### config.mk
export PLATFORM = sky130hd
export DESIGN_NAME = axi4l_cfg_master_flat
export DESIGN_NICKNAME = d
export VERILOG_FILES = /design/src/rtl/axi4l_cfg_master_pkg.sv /design/src/rtl/axi4l_cfg_master_if.sv /design/src/rtl/axi4l_cfg_master.sv /design/src/flat_wrapper.sv
export SDC_FILE = /design/constraint.sdc
export NUM_CORES = 1
export LEC_CHECK = 0
export CAP_MARGIN = 5
export CORE_UTILIZATION = 40
export CTS_BUF_LIST = sky130_fd_sc_hd__clkbuf_16
export DETAILED_ROUTE_END_ITERATION = 12
export PLACE_DENSITY = 0.92
export SLEW_MARGIN = 0
export SYNTH_ARGS = -nofsm -noshare
export SYNTH_HDL_FRONTEND = slang
export SYNTH_SLANG_ARGS = --single-unit
### constraint.sdc
create_clock -name clk -period 5.4 [get_ports clk]
set_clock_uncertainty 0.15 [all_clocks]
set_input_delay 1.62 -clock clk [delete_from_list [all_inputs] [get_ports clk]]
set_output_delay 1.62 -clock clk [all_outputs]
set_load 0.02 [all_outputs]
### src/rtl/axi4l_cfg_master_pkg.sv
// axi4l_cfg_master shared types and constants.
// State encoding plus AXI response codes.
package axi4l_cfg_master_pkg;

  typedef enum logic [2:0] {
    IDLE,
    WR_ADDR_DATA,
    WR_RESP,
    RD_ADDR,
    RD_DATA,
    RESP
  } axi4l_master_state_t;

  localparam logic [1:0] AXI_RESP_OKAY   = 2'b00;
  localparam logic [1:0] AXI_RESP_EXOKAY = 2'b01;
  localparam logic [1:0] AXI_RESP_SLVERR = 2'b10;
  localparam logic [1:0] AXI_RESP_DECERR = 2'b11;

  function automatic logic resp_is_err(
    input logic [1:0] resp
  );
    return resp != AXI_RESP_OKAY;
  endfunction

endpackage

### src/rtl/axi4l_cfg_master_if.sv
// AXI4-Lite bus bundle between the config master and a register slave.
// Modports give the master and slave views.
interface axi4l_cfg_master_if #(
  parameter int AXI_ADDR_WIDTH_P = 16,
  parameter int AXI_DATA_WIDTH_P = 32
);

  logic [AXI_ADDR_WIDTH_P-1:0]   awaddr;
  logic [2:0]                    awprot;
  logic                          awvalid;
  logic                          awready;
  logic [AXI_DATA_WIDTH_P-1:0]   wdata;
  logic [AXI_DATA_WIDTH_P/8-1:0] wstrb;
  logic                          wvalid;
  logic                          wready;
  logic [1:0]                    bresp;
  logic                          bvalid;
  logic                          bready;
  logic [AXI_ADDR_WIDTH_P-1:0]   araddr;
  logic [2:0]                    arprot;
  logic                          arvalid;
  logic                          arready;
  logic [AXI_DATA_WIDTH_P-1:0]   rdata;
  logic [1:0]                    rresp;
  logic                          rvalid;
  logic                          rready;

  modport master (
    output awaddr, awprot, awvalid,
    input  awready,
    output wdata, wstrb, wvalid,
    input  wready,
    input  bresp, bvalid,
    output bready,
    output araddr, arprot, arvalid,
    input  arready,
    input  rdata, rresp, rvalid,
    output rready
  );

  modport slave (
    input  awaddr, awprot, awvalid,
    output awready,
    input  wdata, wstrb, wvalid,
    output wready,
    output bresp, bvalid,
    input  bready,
    input  araddr, arprot, arvalid,
    output arready,
    output rdata, rresp, rvalid,
    input  rready
  );

endinterface

### src/rtl/axi4l_cfg_master.sv
// Single-outstanding AXI4-Lite initiator for register access.
// Command in, AXI transaction out, response back with error count.
module axi4l_cfg_master
  import axi4l_cfg_master_pkg::*;
#(
  parameter int AXI_ADDR_WIDTH_P = 16,
  parameter int AXI_DATA_WIDTH_P = 32,
  parameter int ERR_CNT_WIDTH_P  = 16
) (
  input  logic                          clk,
  input  logic                          rst,
  input  logic                          cmd_valid,
  output logic                          cmd_ready,
  input  logic                          cmd_write,
  input  logic [AXI_ADDR_WIDTH_P-1:0]   cmd_addr,
  input  logic [AXI_DATA_WIDTH_P-1:0]   cmd_wdata,
  input  logic [AXI_DATA_WIDTH_P/8-1:0] cmd_wstrb,
  output logic                          rsp_valid,
  input  logic                          rsp_ready,
  output logic                          rsp_write,
  output logic [AXI_DATA_WIDTH_P-1:0]   rsp_rdata,
  output logic [1:0]                    rsp_resp,
  output logic                          busy,
  output logic [ERR_CNT_WIDTH_P-1:0]    err_cnt,
  axi4l_cfg_master_if.master            axi
);

  axi4l_master_state_t state, state_n;

  logic [AXI_ADDR_WIDTH_P-1:0]   addr_q;
  logic [AXI_DATA_WIDTH_P-1:0]   wdata_q;
  logic [AXI_DATA_WIDTH_P/8-1:0] wstrb_q;
  logic                          write_q;
  logic                          aw_done;
  logic                          w_done;
  logic [AXI_DATA_WIDTH_P-1:0]   rdata_q;
  logic [1:0]                    resp_q;
  logic [ERR_CNT_WIDTH_P-1:0]    err_q;

  logic       cmd_hs, aw_hs, w_hs, b_hs, ar_hs, r_hs;
  logic       cap;
  logic [1:0] cap_resp;

  // Handshakes are decoded from state so they never loop through the valids.
  assign cmd_ready = (state == IDLE) && !rst;
  assign cmd_hs    = cmd_valid && cmd_ready;
  assign aw_hs     = (state == WR_ADDR_DATA) && !aw_done && axi.awready;
  assign w_hs      = (state == WR_ADDR_DATA) && !w_done && axi.wready;
  assign b_hs      = (state == WR_RESP) && axi.bvalid;
  assign ar_hs     = (state == RD_ADDR) && axi.arready;
  assign r_hs      = (state == RD_DATA) && axi.rvalid;
  assign cap       = b_hs || r_hs;
  assign cap_resp  = b_hs ? axi.bresp : axi.rresp;

  always_comb begin
    state_n     = state;
    axi.awvalid = 1'b0;
    axi.wvalid  = 1'b0;
    axi.bready  = 1'b0;
    axi.arvalid = 1'b0;
    axi.rready  = 1'b0;
    rsp_valid   = 1'b0;
    unique case (state)
      IDLE: begin
        if (cmd_hs)
          state_n = cmd_write ? WR_ADDR_DATA : RD_ADDR;
      end
      WR_ADDR_DATA: begin
        axi.awvalid = !aw_done;
        axi.wvalid  = !w_done;
        if ((aw_done || aw_hs) && (w_done || w_hs))
          state_n = WR_RESP;
      end
      WR_RESP: begin
        axi.bready = 1'b1;
        if (b_hs)
          state_n = RESP;
      end
      RD_ADDR: begin
        axi.arvalid = 1'b1;
        if (ar_hs)
          state_n = RD_DATA;
      end
      RD_DATA: begin
        axi.rready = 1'b1;
        if (r_hs)
          state_n = RESP;
      end
      RESP: begin
        rsp_valid = 1'b1;
        if (rsp_ready)
          state_n = IDLE;
      end
      default: state_n = IDLE;
    endcase
  end

  always_ff @(posedge clk or posedge rst) begin
    if (rst) begin
      state   <= IDLE;
      addr_q  <= '0;
      wdata_q <= '0;
      wstrb_q <= '0;
      write_q <= 1'b0;
      aw_done <= 1'b0;
      w_done  <= 1'b0;
      rdata_q <= '0;
      resp_q  <= '0;
      err_q   <= '0;
    end else begin
      state <= state_n;
      if (cmd_hs) begin
        addr_q  <= cmd_addr;
        wdata_q <= cmd_wdata;
        wstrb_q <= cmd_wstrb;
        write_q <= cmd_write;
        aw_done <= 1'b0;
        w_done  <= 1'b0;
      end
      if (aw_hs)
        aw_done <= 1'b1;
      if (w_hs)
        w_done <= 1'b1;
      if (b_hs) begin
        resp_q  <= axi.bresp;
        rdata_q <= '0;
      end
      if (r_hs) begin
        resp_q  <= axi.rresp;
        rdata_q <= axi.rdata;
      end
      // Saturating count of non-OKAY responses.
      if (cap && resp_is_err(cap_resp) && (err_q != '1))
        err_q <= err_q + ERR_CNT_WIDTH_P'(1);
    end
  end

  assign axi.awaddr = addr_q;
  assign axi.awprot = 3'b000;
  assign axi.wdata  = wdata_q;
  assign axi.wstrb  = wstrb_q;
  assign axi.araddr = addr_q;
  assign axi.arprot = 3'b000;

  assign rsp_write = write_q;
  assign rsp_rdata = rdata_q;
  assign rsp_resp  = resp_q;
  assign busy      = (state != IDLE);
  assign err_cnt   = err_q;

endmodule

### src/flat_wrapper.sv
// flat-port wrapper written by rule: the top's interface ports become plain ports
module axi4l_cfg_master_flat import axi4l_cfg_master_pkg::*;
#(
  parameter int AXI_ADDR_WIDTH_P = 16,
  parameter int AXI_DATA_WIDTH_P = 32,
  parameter int ERR_CNT_WIDTH_P  = 16
)
  (clk, rst, cmd_valid, cmd_ready, cmd_write, cmd_addr, cmd_wdata, cmd_wstrb, rsp_valid, rsp_ready, rsp_write, rsp_rdata, rsp_resp, busy, err_cnt, axi_awaddr, axi_awprot, axi_awvalid, axi_awready, axi_wdata, axi_wstrb, axi_wvalid, axi_wready, axi_bresp, axi_bvalid, axi_bready, axi_araddr, axi_arprot, axi_arvalid, axi_arready, axi_rdata, axi_rresp, axi_rvalid, axi_rready);
  axi4l_cfg_master_if #(.AXI_ADDR_WIDTH_P(AXI_ADDR_WIDTH_P), .AXI_DATA_WIDTH_P(AXI_DATA_WIDTH_P)) axi_i ();
  input  logic clk;
  input  logic rst;
  input  logic cmd_valid;
  output logic cmd_ready;
  input  logic cmd_write;
  input  logic [AXI_ADDR_WIDTH_P-1:0] cmd_addr;
  input  logic [AXI_DATA_WIDTH_P-1:0] cmd_wdata;
  input  logic [AXI_DATA_WIDTH_P/8-1:0] cmd_wstrb;
  output logic rsp_valid;
  input  logic rsp_ready;
  output logic rsp_write;
  output logic [AXI_DATA_WIDTH_P-1:0] rsp_rdata;
  output logic [1:0] rsp_resp;
  output logic busy;
  output logic [ERR_CNT_WIDTH_P-1:0] err_cnt;
  output wire logic [$bits(axi_i.awaddr)-1:0] axi_awaddr;
  output wire logic [$bits(axi_i.awprot)-1:0] axi_awprot;
  output wire logic [$bits(axi_i.awvalid)-1:0] axi_awvalid;
  input wire logic [$bits(axi_i.awready)-1:0] axi_awready;
  output wire logic [$bits(axi_i.wdata)-1:0] axi_wdata;
  output wire logic [$bits(axi_i.wstrb)-1:0] axi_wstrb;
  output wire logic [$bits(axi_i.wvalid)-1:0] axi_wvalid;
  input wire logic [$bits(axi_i.wready)-1:0] axi_wready;
  input wire logic [$bits(axi_i.bresp)-1:0] axi_bresp;
  input wire logic [$bits(axi_i.bvalid)-1:0] axi_bvalid;
  output wire logic [$bits(axi_i.bready)-1:0] axi_bready;
  output wire logic [$bits(axi_i.araddr)-1:0] axi_araddr;
  output wire logic [$bits(axi_i.arprot)-1:0] axi_arprot;
  output wire logic [$bits(axi_i.arvalid)-1:0] axi_arvalid;
  input wire logic [$bits(axi_i.arready)-1:0] axi_arready;
  input wire logic [$bits(axi_i.rdata)-1:0] axi_rdata;
  input wire logic [$bits(axi_i.rresp)-1:0] axi_rresp;
  input wire logic [$bits(axi_i.rvalid)-1:0] axi_rvalid;
  output wire logic [$bits(axi_i.rready)-1:0] axi_rready;
  assign axi_awaddr = axi_i.awaddr;
  assign axi_awprot = axi_i.awprot;
  assign axi_awvalid = axi_i.awvalid;
  assign axi_i.awready = axi_awready;
  assign axi_wdata = axi_i.wdata;
  assign axi_wstrb = axi_i.wstrb;
  assign axi_wvalid = axi_i.wvalid;
  assign axi_i.wready = axi_wready;
  assign axi_i.bresp = axi_bresp;
  assign axi_i.bvalid = axi_bvalid;
  assign axi_bready = axi_i.bready;
  assign axi_araddr = axi_i.araddr;
  assign axi_arprot = axi_i.arprot;
  assign axi_arvalid = axi_i.arvalid;
  assign axi_i.arready = axi_arready;
  assign axi_i.rdata = axi_rdata;
  assign axi_i.rresp = axi_rresp;
  assign axi_i.rvalid = axi_rvalid;
  assign axi_rready = axi_i.rready;
  axi4l_cfg_master #(.AXI_ADDR_WIDTH_P(AXI_ADDR_WIDTH_P), .AXI_DATA_WIDTH_P(AXI_DATA_WIDTH_P), .ERR_CNT_WIDTH_P(ERR_CNT_WIDTH_P)) u_core (.clk(clk), .rst(rst), .cmd_valid(cmd_valid), .cmd_ready(cmd_ready), .cmd_write(cmd_write), .cmd_addr(cmd_addr), .cmd_wdata(cmd_wdata), .cmd_wstrb(cmd_wstrb), .rsp_valid(rsp_valid), .rsp_ready(rsp_ready), .rsp_write(rsp_write), .rsp_rdata(rsp_rdata), .rsp_resp(rsp_resp), .busy(busy), .err_cnt(err_cnt), .axi(axi_i));
endmodule
==> flow_metrics.tcl, run 1 <==
set metrics [dict create \
    comb_power_share 0.485 \
    hpwl_mm 8.83 \
    drc 0 \
    intPower_mw 2.47 \
    fin_area_um2 7100 \
    cts_tree "done" \
    ys_ff_latch 108 \
    placed_area_um2 6800 \
    fin_tns_setup_ns 0 \
    grtUsageMet3 0.0448 \
    synth_fa_ha_area_frac 0.00272 \
    ant_nets 0 \
    grt_max_degree 60 \
    initial_utilization 0.417 \
    synthArstFlopShare 1.00 \
    worstSetupStartpointType "primary input" \
    io_pins 231 \
    fin_ws_ns 0.753 \
    post_cts_buffers 0 \
    grt_pass1_wl_mm 18.1 \
    viasPerCell 5.10 \
    drive_gt1_frac 0.166 \
    outcome "finished clean" \
    clock-root-buffer "clkbuf_16" \
    netSwitchingFraction 0.365 \
    critical-path-slowest-cell "clkdlybuf4s50_1" \
    layout_common_cells "clkdlybuf4s50_1, dfrtp_1, mux2_2" \
    synthMuxAreaShare 0.137 \
    num_antenna_cells 0 \
    drv_slew 0 \
    worstPathCellList "clkdlybuf4s50_1 -> nor2_1 -> clkdlybuf4s50_1" \
    cp.required_ns 3.63 \
    synth_top_area_cell "dfrtp_1" \
    max_stage_delay_ns 0.61 \
    p_leak_nw 3.06 \
    pre_cts_slack_ns 0.751 \
    r2r_start "u_core.err_cnt[3]" \
    synth-xor-area-share 0.0286 \
    port_buffers 224 \
    synth_area_per_cell_um2 13.9 \
    hold_path_end "u_core.rsp_resp[0]" \
    period_share 0.860 \
    min_path_type "reg2reg" \
    syn_inst 330 \
    grt_use_total 0.201 \
    cts_hold_buf 0 \
    clockPowerShare 0.168 \
    fin_crit_ns 4.65 \
    place_congestion 0.773 \
    ys_top_cells_by_area "dfrtp_1, mux2_2, a22o_1, buf_4, xnor2_1" \
    rsz0062_at_grt "false" \
    seqPwrFrac 0.347 \
    drv_cap 0 \
    p_sw_mw 1.42 \
    min_from "u_core.rsp_resp[0]" \
    met1_usage 0.235 \
    synthesis.area_um2 4590 \
    syn_to_final_growth_pct 54.6 \
    die_h_um 109 \
    grt-busiest-layer "met2" \
    coreArea_um2 11000 \
    numCtsBuffers 9 \
    ir_drop_v 0.000305 \
    cts_htree_levels 3 \
    cts.sinks 108 \
    reg2reg_to "u_core.err_cnt[1]" \
    synth_edf_count 0 \
    holdWs_ns 0.330 \
    synth-warning-count 0 \
    die_w_um 109 \
    antenna_found_initial 0 \
    clk_pin_slew_ns 0.07 \
    die_area_um2 11900 \
    powerDensity_nw_per_um2 549 \
    rr_worst_depth 4 \
    critPathKind "in2out" \
    yosys.area.top_type_share 0.588 \
    cp_max_fo 3 \
    clock_path_buffers 2 \
    arrival_ns 2.88 \
    relSlewSlack 0.417 \
    setup.worst_path.end_class "output port" \
    nets 631 \
    final_hold_viol_count 0 \
    drt-total-wl_mm 11.9 \
    synth.distinct_cells 45 \
    worstMarginPinSlew_ns 0.873 \
    dp_cells 661 \
    synth_top_family_by_area "multiplexers" \
    whs_path_depth 2 \
    synthSimpleGateAreaFrac 0.0637 \
    routedWlPerCell_um 17.6 \
    clock_latency_ns 0.34 \
    worstSetupPathDepth 3 \
    crit_top_cell "clkdlybuf4s50_1" \
    ff2ff_setup_slack_ns 2.93 \
    gr-total-overflow 0 \
    max_freq_mhz 215 \
    num_rows 38 \
    setup_violations 0 \
    synth_compound_area_frac 0.117 \
    vias 3456 \
    ys_seq_area_frac 0.588 \
    final_common_cell "clkdlybuf4s50_1" \
    ctsResizeCount 0 \
    final_cells 677 \
    drt_iter0_markers 101 \
    use_met2 0.351 \
    grt_pass1_vias 3603 \
    critPathTopFamily "buffers and inverters" \
    firstDrtPassIters 4 \
    synthFlopType "dfrtp_1" \
    critPathBufInv 2 \
]
[worst min-delay path: cells and delay by family, from the launching register on]
kind / cells / cell delay (ns)
flip-flops: 1 / 0.35
AND/OR/NAND/NOR: 2 / 0.11
[state kept, by name (all words and copies together) (netlist names)]
| name | count |
|---|---|
| u_core.state | 3 |
| u_core.rsp_write | 1 |
| u_core.rsp_rdata | 32 |
| u_core.axi.araddr | 16 |
| u_core.rsp_resp | 2 |
| u_core.aw_done | 1 |
| u_core.axi.wstrb | 4 |
| u_core.err_cnt | 16 |
| u_core.w_done | 1 |
| u_core.axi.wdata | 32 |
[worst max path at each step]
stage	startpoint	end	slack (ns)
after floorplan	rst	u_core.axi.araddr[0]	0.34
after global placement	rst	cmd_ready	0.80
after detailed placement	rst	cmd_ready	0.75
after CTS	rst	cmd_ready	0.76
after global routing	rst	cmd_ready	0.70
final	rst	cmd_ready	0.75
[cell type report]
class	count	area [um2]
fillers	836	3930
flip-flops and latches	108	2700
repair buffers	228	2270
multi-input cells	179	1630
clock buffers	9	225
well taps	140	175
clock inverters	7	75.1
inverters	6	25.0
[per-layer routing]
metal / share of wire / up-vias
li1: - / 1575
met1: 0.39 / 1698
met2: 0.51 / 161
met3: 0.073 / 22
met4: 0.028 / 0
met5: 0 / -
[cell usage after synthesis (2+ instances only)]
master / count
a211oi_1: 2
a21oi_1: 2
a22o_1: 35
a22oi_1: 3
and2_1: 2
and3_1: 5
and3_2: 2
and4bb_2: 2
buf_2: 9
buf_4: 23
clkbuf_1: 8
dfrtp_1: 108
inv_1: 6
mux2_1: 8
mux2_2: 48
nand2_1: 9
nand4_1: 2
nor2_1: 3
nor3_1: 3
o2111ai_1: 4
o2111ai_2: 4
o211ai_2: 5
or2_2: 2
xnor2_1: 14
[power groups by stage]
stage | sequential [mW] | combinational [mW] | clock, mW
finish | 1.35 | 1.89 | 0.656
global route | 1.39 | 1.99 | 0.700
CTS | 1.35 | 1.91 | 0.671
detailed placement | 1.36 | 1.91 | 0
global placement | 1.34 | 1.85 | 0
floorplan | 1.67 | 0.705 | 0
[logic make-up (layout without fill, tap and decap cells)]
family / count (synthesis) / after routing
and+or+nand+nor: 43 / 43
adders and majority gates: 1 / 1
AOI/OAI and AO/OA: 58 / 58
other: 1 / 6
muxes: 56 / 56
buffers and inverters: 48 / 250
xor gates and xnor gates: 15 / 15
DFF: 108 / 108
[metrics by stage]
stage	power (mW)	util
after global placement	3.20	0.617
final	3.90	0.644
after floorplan	2.37	-
after detailed placement	3.27	0.617
after CTS	3.94	0.644
after global routing	4.09	0.644
(Power assumes the default switching activity.)
==> run 2: changes to the inputs <==
- clock period: 5.4 -> 5.1 ns (I/O delays scaled with it)
==> flow_metrics.tcl, run 2 (synthesis results as in run 1) <==
set metrics [dict create \
    powerDensity_nw_per_um2 576 \
    p_sw_mw 1.51 \
    layout_common_cells "clkdlybuf4s50_1, dfrtp_1, mux2_2" \
    drt_iter0_markers 101 \
    io_pins 231 \
    final_common_cell "clkdlybuf4s50_1" \
    die_h_um 109 \
    seqPwrFrac 0.352 \
    ir_drop_v 0.000353 \
    drv_slew 0 \
    drt-total-wl_mm 12.0 \
    critPathBufInv 2 \
    rsz0062_at_grt "false" \
    cts_htree_levels 3 \
    coreArea_um2 11000 \
    crit_top_cell "clkdlybuf4s50_1" \
    place_congestion 0.774 \
    clock-root-buffer "clkbuf_16" \
    netSwitchingFraction 0.370 \
    grt_pass1_vias 3598 \
    viasPerCell 5.06 \
    critPathKind "in2out" \
    worstSetupStartpointType "primary input" \
    fillCellCount 855 \
    grt_use_total 0.202 \
    worstMarginPinSlew_ns 0.898 \
    cts_tree "done" \
    hpwl_mm 8.72 \
    clock_latency_ns 0.34 \
    cts_hold_buf 0 \
    max_freq_mhz 226 \
    vias 3423 \
    drc 0 \
    grt_pass1_wl_mm 18.3 \
    nets 631 \
    num_rows 38 \
    cp.required_ns 3.42 \
    gr-total-overflow 0 \
    critPathTopFamily "buffers and inverters" \
    comb_power_share 0.489 \
    firstDrtPassIters 4 \
    num_antenna_cells 0 \
    seq_area_um2 2700 \
    final_util 0.642 \
    ctsResizeCount 0 \
    clockPowerShare 0.159 \
    routedWlPerCell_um 17.7 \
    setup_violations 0 \
    min_path_type "reg2reg" \
    cp_max_fo 3 \
    p_leak_nw 3.05 \
    max_stage_delay_ns 0.61 \
    outcome "finished clean" \
    fin_ws_ns 0.669 \
    multi_input_area_um2 1630 \
    initial_utilization 0.417 \
    holdWs_ns 0.332 \
    fin_crit_ns 4.43 \
    die_w_um 109 \
    drive_gt1_frac 0.166 \
    die_area_um2 11900 \
    relSlewSlack 0.399 \
    numCtsBuffers 9 \
    critical-path-slowest-cell "clkdlybuf4s50_1" \
    intPower_mw 2.57 \
    grt_max_degree 58 \
    worstPathCellList "clkdlybuf4s50_1 -> nor2_1 -> clkdlybuf4s50_1" \
    final_hold_viol_count 0 \
    cts.sinks 108 \
    period_share 0.869 \
    port_buffers 224 \
    arrival_ns 2.75 \
    clock_path_buffers 2 \
    clk_pin_slew_ns 0.07 \
    setup.worst_path.end_class "output port" \
    drv_cap 0 \
    antenna_found_initial 0 \
    post_cts_buffers 0 \
    fin_tns_setup_ns 0 \
    syn_to_final_growth_pct 54.1 \
    pre_cts_slack_ns 0.668 \
    ant_nets 0 \
]
run 2: cell types whose count changed in the layout (fill, tap and decap cells not counted), sizes merged:
| cell | previous run | this run |
|---|---|---|
| clkinvlp | 2 | 1 |
| clkinv | 1 | 2 |
| bufinv | 1 | 0 |
| inv | 9 | 10 |
run 2: worst min-delay path, delay by kind of cell, from the launching register on:
kind	cells	cell delay (ns)
DFF	1	0.35
and+or+nand+nor	2	0.11
run 2: worst paths after layout:
check | from | end | slack, ns | cells past startpoint
max | rst | cmd_ready | 0.67 | 3
min | u_core.rsp_resp[0] | u_core.rsp_resp[0] | 0.33 | 2
max reg2reg | u_core.err_cnt[3] | u_core.err_cnt[1] | 2.63 | 4
min reg2reg | u_core.rsp_resp[0] | u_core.rsp_resp[0] | 0.33 | 2
max in group asynchronous | rst | u_core.rsp_rdata[4] | 2.09 | 3
min in group asynchronous | rst | u_core.axi.wdata[0] | 1.55 | 2
run 2: final cells by class:
class                   instances  area share
clock buffers                   9      0.0318
clock inverters                 7     0.00725
inverters                       6     0.00353
multi-input cells             179       0.230
flip-flops and latches        108       0.382
well taps                     140      0.0247
repair buffers                228       0.321
run 2: layer usage:
| metal | global-route usage | vias up | part of all wire |
|---|---|---|---|
| li1 | - | 1581 | - |
| met4 | 0.0886 | 0 | 0.022 |
| met3 | 0.0502 | 20 | 0.073 |
| met1 | 0.231 | 1674 | 0.39 |
| met5 | 0 | - | 0 |
| met2 | 0.358 | 148 | 0.51 |
run 2: per-stage QoR:
step	std cells	area, um2	power (mW)
global placement	661	6800	3.38
finish	677	7080	4.08
CTS	677	7080	4.12
detailed placement	661	6800	3.45
floorplan	335	4610	2.51
global route	677	7080	4.28
run 2: power groups by stage:
stage / logic, mW / registers [mW] / clock network [mW]
CTS: 2.02 / 1.43 / 0.666
global route: 2.10 / 1.48 / 0.700
global placement: 1.96 / 1.42 / 0
detailed placement: 2.01 / 1.44 / 0
floorplan: 0.746 / 1.77 / 0
finish: 2.00 / 1.43 / 0.650
